==> config.mk <==
export PLATFORM = sky130hd
export DESIGN_NAME = instruction_fetch
export DESIGN_NICKNAME = d
export VERILOG_FILES = /design/src/rtl/instruction_fetch.sv
export SDC_FILE = /design/constraint.sdc
export NUM_CORES = 1
export LEC_CHECK = 0
export ABC_AREA = 1
export CAP_MARGIN = 15
export CORE_ASPECT_RATIO = 1.75
export CORE_MARGIN = 1.5
export CORE_UTILIZATION = 27
export CTS_CLUSTER_DIAMETER = 80
export DETAILED_ROUTE_END_ITERATION = 16
export GPL_ROUTABILITY_DRIVEN = 0
export PLACE_DENSITY = 0.44
export SLEW_MARGIN = 40
export SYNTH_ARGS = -nofsm -noshare
export SYNTH_HDL_FRONTEND = slang
export SYNTH_SLANG_ARGS = --single-unit
==> constraint.sdc <==
create_clock -name clk -period 5 [get_ports clk]
set_clock_uncertainty 0.2 [all_clocks]
set_input_delay 1 -clock clk [delete_from_list [all_inputs] [get_ports clk]]
set_output_delay 1 -clock clk [all_outputs]
set_load 0.03 [all_outputs]
==> src/rtl/instruction_fetch.sv <==
// instruction_fetch: program counter, request/grant/response fetch from
// instruction memory, and an in-order {pc, instr} buffer feeding decode.
// Optional feature macro: FETCH_MISALIGN_TRAP_EN adds a sticky misalign_err
// output that flags redirects to non-word-aligned targets.
module instruction_fetch #(
    parameter logic [31:0] RESET_PC   = 32'h0000_0000,
    parameter int          FIFO_DEPTH = 2
) (
    input  logic        clk,
    input  logic        rst_n,
    output logic        imem_req,
    output logic [31:0] imem_addr,
    input  logic        imem_gnt,
    input  logic        imem_rvalid,
    input  logic [31:0] imem_rdata,
    output logic [31:0] instr_out,
    output logic [31:0] pc_out,
    output logic        instr_valid,
    input  logic        instr_ready,
`ifdef FETCH_MISALIGN_TRAP_EN
    output logic        misalign_err,
`endif
    input  logic        redirect_valid,
    input  logic [31:0] redirect_pc
);

    localparam int PTR_W = (FIFO_DEPTH > 1) ? $clog2(FIFO_DEPTH) : 1;
    localparam int CNT_W = PTR_W + 1;
    localparam logic [CNT_W:0] DEPTH_C = (CNT_W+1)'(FIFO_DEPTH);
    localparam logic [31:0]    NOP     = 32'h0000_0013;

    typedef struct packed {
        logic [31:0] pc;
        logic [31:0] instr;
    } fetch_entry_t;

    fetch_entry_t       fifo_q [FIFO_DEPTH];
    logic [PTR_W-1:0]   rd_ptr, wr_ptr;
    logic [CNT_W-1:0]   count, outstanding, discard;
    logic [31:0]        fetch_pc, resp_pc;
    logic [31:0]        redirect_tgt;
    logic [CNT_W:0]     inflight;
    logic               pop, push, drop, grant;

    // Fetch always targets a word boundary; the low bits of a redirect are
    // either trapped (feature enabled) or simply ignored.
    assign redirect_tgt = {redirect_pc[31:2], 2'b00};
`ifndef FETCH_MISALIGN_TRAP_EN
    logic unused_redirect_lsbs;
    assign unused_redirect_lsbs = ^redirect_pc[1:0];
`endif

    assign instr_valid = (count != '0);
    assign pop         = instr_valid && instr_ready;
    // Credit: every granted request must already own a buffer slot, counting
    // the slot freed by this cycle's pop.
    assign inflight    = {1'b0, outstanding} + {1'b0, count} - (CNT_W+1)'(pop);
    assign imem_req    = rst_n && !redirect_valid && (inflight < DEPTH_C);
    assign imem_addr   = fetch_pc;
    assign grant       = imem_req && imem_gnt;
    assign push        = !redirect_valid && imem_rvalid && (discard == '0);
    assign drop        = !redirect_valid && imem_rvalid && (discard != '0);

    assign instr_out   = instr_valid ? fifo_q[rd_ptr].instr : NOP;
    assign pc_out      = instr_valid ? fifo_q[rd_ptr].pc    : 32'h0;

    // PC, outstanding-request and discard bookkeeping; redirect wins.
    // outstanding already includes requests pending discard, so on redirect
    // every unreturned request (old or new) becomes a discard.
    always_ff @(posedge clk or negedge rst_n) begin
        if (!rst_n) begin
            fetch_pc    <= RESET_PC;
            resp_pc     <= RESET_PC;
            outstanding <= '0;
            discard     <= '0;
        end else if (redirect_valid) begin
            fetch_pc    <= redirect_tgt;
            resp_pc     <= redirect_tgt;
            outstanding <= outstanding - CNT_W'(imem_rvalid);
            discard     <= outstanding - CNT_W'(imem_rvalid);
        end else begin
            if (grant) fetch_pc <= fetch_pc + 32'd4;
            if (push)  resp_pc  <= resp_pc + 32'd4;
            if (drop)  discard  <= discard - CNT_W'(1);
            outstanding <= outstanding + CNT_W'(grant) - CNT_W'(imem_rvalid);
        end
    end

    // Buffer pointers and occupancy; a redirect empties the buffer.
    always_ff @(posedge clk or negedge rst_n) begin
        if (!rst_n) begin
            rd_ptr <= '0;
            wr_ptr <= '0;
            count  <= '0;
        end else if (redirect_valid) begin
            rd_ptr <= '0;
            wr_ptr <= '0;
            count  <= '0;
        end else begin
            if (push) wr_ptr <= wr_ptr + PTR_W'(1);
            if (pop)  rd_ptr <= rd_ptr + PTR_W'(1);
            count <= count + CNT_W'(push) - CNT_W'(pop);
        end
    end

    // Buffer storage; contents are only visible through count, so no reset.
    always_ff @(posedge clk) begin
        if (push) fifo_q[wr_ptr] <= {resp_pc, imem_rdata};
    end

`ifdef FETCH_MISALIGN_TRAP_EN
    // Sticky flag for a redirect to a non-word-aligned target.
    always_ff @(posedge clk or negedge rst_n) begin
        if (!rst_n)
            misalign_err <= 1'b0;
        else if (redirect_valid && (redirect_pc[1:0] != 2'b00))
            misalign_err <= 1'b1;
    end
`endif

endmodule

* Word-level counts from Yosys, hierarchy flattened
Memories as Yosys holds them, arrays and structs flattened.
Cells that the tools add are included.
** Storage, ports and cells
- Logic and storage cells :: 52
- Memories :: 1
- Output and inout port bits :: 98
- Latch bits :: 0
- Bits in writable memories :: 128
- Bits in read-only memories :: 0
- Input port bits :: 70
- Flip-flop bits (word level) :: 72
** Memory list
- fifo_q :: words 2, width 64, rd ports 1, clocked after Yosys merged registers in 0, write ports 1, line 37 : fetch_entry_t fifo_q [FIFO_DEPTH];
** Operators by class
- Equality and inequality tests :: 0
- Reductions and logical operators :: 15
- Shift operators :: 0
- Multipliers :: 0
- Muxes and demuxes :: 16
- Add/sub/neg operators :: 12
- Bitwise gates (word level) :: 0
- Divide/modulo/power cells :: 0
- Order comparisons :: 1
** Operator list (number)
- $mux 32 :: 6
- $add 32x3->32 const B :: 2
- $reduce_bool 2->1 :: 6
- $mux 2 :: 4
- $logic_and 1x1->1 :: 7
- $mux 1 :: 6
- $sub 2x1->2 :: 3
- $add 2x1->2 :: 2
- $add 2x2->3 :: 1
- $lt 3x2->1 const B :: 1
- $sub 3x1->3 :: 1
- $add 1x1->1 const B :: 2
- $logic_not 2->1 :: 1
- $sub 2x1->2 const B :: 1
- $logic_not 1->1 :: 1

* Longest topological paths before layout
- Word-level depth :: 9
- Gate-level depth with buffers :: 19
- Depth with buffers taken out :: 19

* Worst setup path after synthesis
OpenSTA, ideal clock, no wires.
- Path kind :: input -> register
- Start :: input redirect_valid
- End :: memory fifo_q[0][0] (netlist name), enable pin
- Data required time :: 4.317 ns
- Arrival time :: 4.132 ns
- Stages on the path :: 4
- Setup time :: 0.483 ns
- Path slack :: 0.185 ns
- Path buffers :: 1
- Path through :: buf_6 -> nor2_2 -> inv_2 -> nor2_1
** On the way
- Longest elaborated chain between the ends :: 5
** Ends and longest elaborated chain
- from (decl) :: line 23 : input logic redirect_valid,
- $logic_not 1->1 :: line 61 : assign push = !redirect_valid && imem_rvalid && (discard == '0);
- $logic_and 1x1->1 (2 in a row) :: line 61
- $mux 1 :: line 108 : if (push) fifo_q[wr_ptr] <= {resp_pc, imem_rdata};
- $mux 1 (not written as such) :: line 108
- to (decl) :: line 37
No other way between the ends.

* Final worst setup path
- Start :: input instr_ready
- End :: output imem_req
** On the way
- Longest elaborated chain between the ends :: 4
** Ends and longest elaborated chain
- from (decl) :: line 19 : input logic instr_ready,
- $logic_and 1x1->1 :: line 54 : assign pop = instr_valid && instr_ready;
- $sub 3x1->3 :: line 57 : assign inflight = {1'b0, outstanding} + {1'b0, count} - (CNT_W+1)'(pop);
- $lt 3x2->1 :: line 58 : assign imem_req = rst_n && !redirect_valid && (inflight < DEPTH_C);
- $logic_and 1x1->1 :: line 58
- to (decl) :: line 11 : output logic imem_req,
No other way between the ends.

==> summary.md <==
| Metric | Value |
|---|---|
| Pwr per Cell Area | 450 nW/um2 |
| TritonRoute pass-1 iters | 5 |
| Setup TNS | 0 ns |
| Resize count post-CTS | 0 |
| CTS Hold Buffers Added | 0 |
| Setup crit start kind | input port |
| Ports | 168 |
| Total gr overflow | 0 |
| Pre-CTS worst setup slack | 0.191 ns |
| Synthesis Warnings | 0 |
| Total CTS buffers | 17 |
| Vias in the first global route | 7,385 |
| Least-Margin Pin Slew | 0.744 ns |
| Max IR drop VDD | 0.000238 V |
| Post-DP Area | 11,600 um2 |
| Placed Instances | 1,653 |
| Average wire per standard cell | 16.5 um |
| Post-route insts no fill | 1,685 |
| Critical Path Slowest Stage Cell | clkdlybuf4s50_1 |
| HPWL Detailed | 19.8 mm |
| Most numerous cell in the Yosys netlist | nand2_1 |
| Slew Limit Headroom | 50.4% |
| Synth area leaders | edfxtp_1, dfrtp_1, nand2_1 |
| Post-DRT Antenna Nets | 0 |
| Largest net degree at the start of global routing | 63 |
| Status | finished clean |
| Tmin final | 4.74 ns |
| Clock Tree Root | clkbuf_16 |
| Worst path required time | 3.80 ns |
| Crit Path Category | input port to output pin |
| Clock Tree Buf Depth | 2 |
| Std cell rows | 90 |
| Critical Path Fanout Max | 4 |
| Residual DRC | 0 |
| Crit path DAT | 3.54 ns |
| Avg Cell Area, Syn | 9.00 um2 |
| R2r setup slk | 1.59 ns |
| Core area | 34,600 um2 |
| Critical path capture point type | output pin |
| Crit-path leading delay family | buffers and inverters |
| Number of H-tree levels | 4 |
| Number of synthesized flops with an enable pin | 124 |
| Synth area leader | edfxtp_1 |
| Post-synthesis register bit count | 192 |
| Post-CTS Setup Inserts | 0 |
| Final Cell Area | 12,100 um2 |
| Final Hold Vio Count | 0 |
| Hold WS | 0.311 ns |
| Top-area cell type share of the netlist area | 39.2% |
| Gate Count Post-Synth | 1,055 |
| CTS tree | done |
| Fill cell count | 3,572 |
| First-pass GRT wire length | 42.8 mm |
| Global Route Usage Sum | 15.9% |
| Static Leak | 4.78 nW |
| Initial antenna violation count | 0 |
| DIE WIDTH | 145 um |
| Buf/Inv on CP | 3 |
| PortBufs | 161 |
| Synth async-reset ratio | 35.4% |
| Synth cell types | 39 |
| Netlist Area Pre-Place | 9500 um2 |
| N_diodes | 0 |
| # setup viols final | 0 |
| Final WS setup | 0.262 ns |
| Detailed Route WL | 27.7 mm |
| Post-synth top cells | nand2_1, edfxtp_1, inv_1 |
| Vias | 7,533 |
| Synthesis-to-layout area growth | 27.9% |
| Initial Utilization | 27.5% |
| Clk sink count | 192 |
| RSZ-0062 raised after global routing | false |
| Crit path largest cell delay | 0.70 ns |
| Final Max Tran Viols | 0 |
| Routed vias/inst | 4.47 |
| CTS clk-pin slew, worst paths | 0.07 ns |
| Layout cell share with drive strength beyond 1 | 7.59% |
| # nets final | 1,292 |
| Tcrit/Tclk final | 94.8% |
| Die Span Y | 251 um |
| Max-cap viol count | 0 |
| DIE AREA | 36,300 um2 |
| Crit-path cells | clkdlybuf4s50_1 > nand2_1 > nor2_1 > o21ai_0 > fa_1 > nand2_1 > nor2_4 > nand2_2 > inv_2 > clkdlybuf4s50_1 |
| Initial drt markers | 395 |
| Maximum clock rate | 0.211 GHz |
| Worst skew pair latency | 0.44 ns |
| Dominant synthesized flop cell | edfxtp_1 |
| Hold Crit Class | flop to flop |
| Seq/Total Area, Yosys | 57.1% |
==> flip-flops by register name, summed over array words and instances, names as in the netlist <==
register	flops
rd_ptr	1
count	2
imem_addr	30
resp_pc	30
outstanding	2
wr_ptr	1
discard	2
fifo_q	124
==> per-layer routing <==
metal	global-route usage, %	vias up	wire (um)
met5	0	-	0
met4	5.51	0	612
met3	2.67	26	864
met2	30.1	144	15400
met1	17.4	3579	10900
li1	-	3784	-
==> final cells by class <==
type                    count  area (um2)  share of cell area (%)
flip-flops and latches    192        5430                    44.7
clock buffers              22         464                    3.82
well taps                 460         576                    4.74
multi-input cells         734        3560                    29.3
repair buffers            173        1700                    14.0
inverters                  94         353                    2.91
clock inverters            10        63.8                   0.525
==> metrics by stage <==
| step | utilization, % | total power [mW] |
|---|---|---|
| after global placement | 33.6 | 4.28 |
| final | 35.1 | 5.46 |
| after detailed placement | 33.6 | 4.28 |
| after CTS | 35.1 | 5.57 |
| after global routing | 35.1 | 5.80 |
| after floorplan | - | 3.37 |
==> report_power, final <==
| part | leakage [nW] | total (mW) | switching (mW) | internal, mW |
|---|---|---|---|---|
| clock network | 0.246 | 1.26 | 0.604 | 0.658 |
| registers | 1.95 | 2.09 | 0.181 | 1.91 |
| logic | 2.58 | 2.11 | 1.37 | 0.742 |
| total | 4.78 | 5.46 | 2.15 | 3.31 |
==> final timing paths <==
path / start / endpoint / cells after the start
setup / recovery: instr_ready / imem_req / 10
hold / removal: resp_pc[5] / fifo_q[1][37] / 0
setup reg to reg: count[0] / outstanding[1] / 17
hold reg to reg: resp_pc[5] / fifo_q[1][37] / 0
max in group asynchronous: rst_n / resp_pc[26] / 3
min in group asynchronous: rst_n / resp_pc[2] / 2
==> cells in the final DEF, fill, tap and decap left out, types with 3 or more instances in the layout <==
cell	n
nand2_1	355
clkinvlp_4	3
nor2_4	16
nand4_1	7
nand2_2	8
edfxtp_1	124
xor2_1	11
a21oi_1	72
inv_2	6
clkbuf_1	3
conb_1	4
o21ai_1	8
buf_4	11
clkdlybuf4s50_1	159
nor2_2	7
o21ai_0	30
nand3_1	75
nor2_1	76
inv_1	87
clkbuf_16	17
nand3b_1	8
dfrtp_1	67
ha_1	9
nor3_1	5
o21bai_1	8
o211ai_1	10
a31oi_1	4
nand2_4	6
==> kinds of logic (layout without fill, tap and decap cells) <==
| group | Yosys count | in the layout | share of synthesized area (%) |
|---|---|---|---|
| AOI/OAI and AO/OA | 137 | 137 | 7.96 |
| xor gates and xnor gates | 12 | 12 | 1.11 |
| adders and majority gates | 10 | 10 | 1.40 |
| buffers and inverters | 132 | 299 | 5.76 |
| DFF | 192 | 192 | 57.1 |
| other | 1 | 4 | 0.0395 |
| and+or+nand+nor | 571 | 571 | 26.6 |
Note: power is estimated with default switching activity, not from simulation.
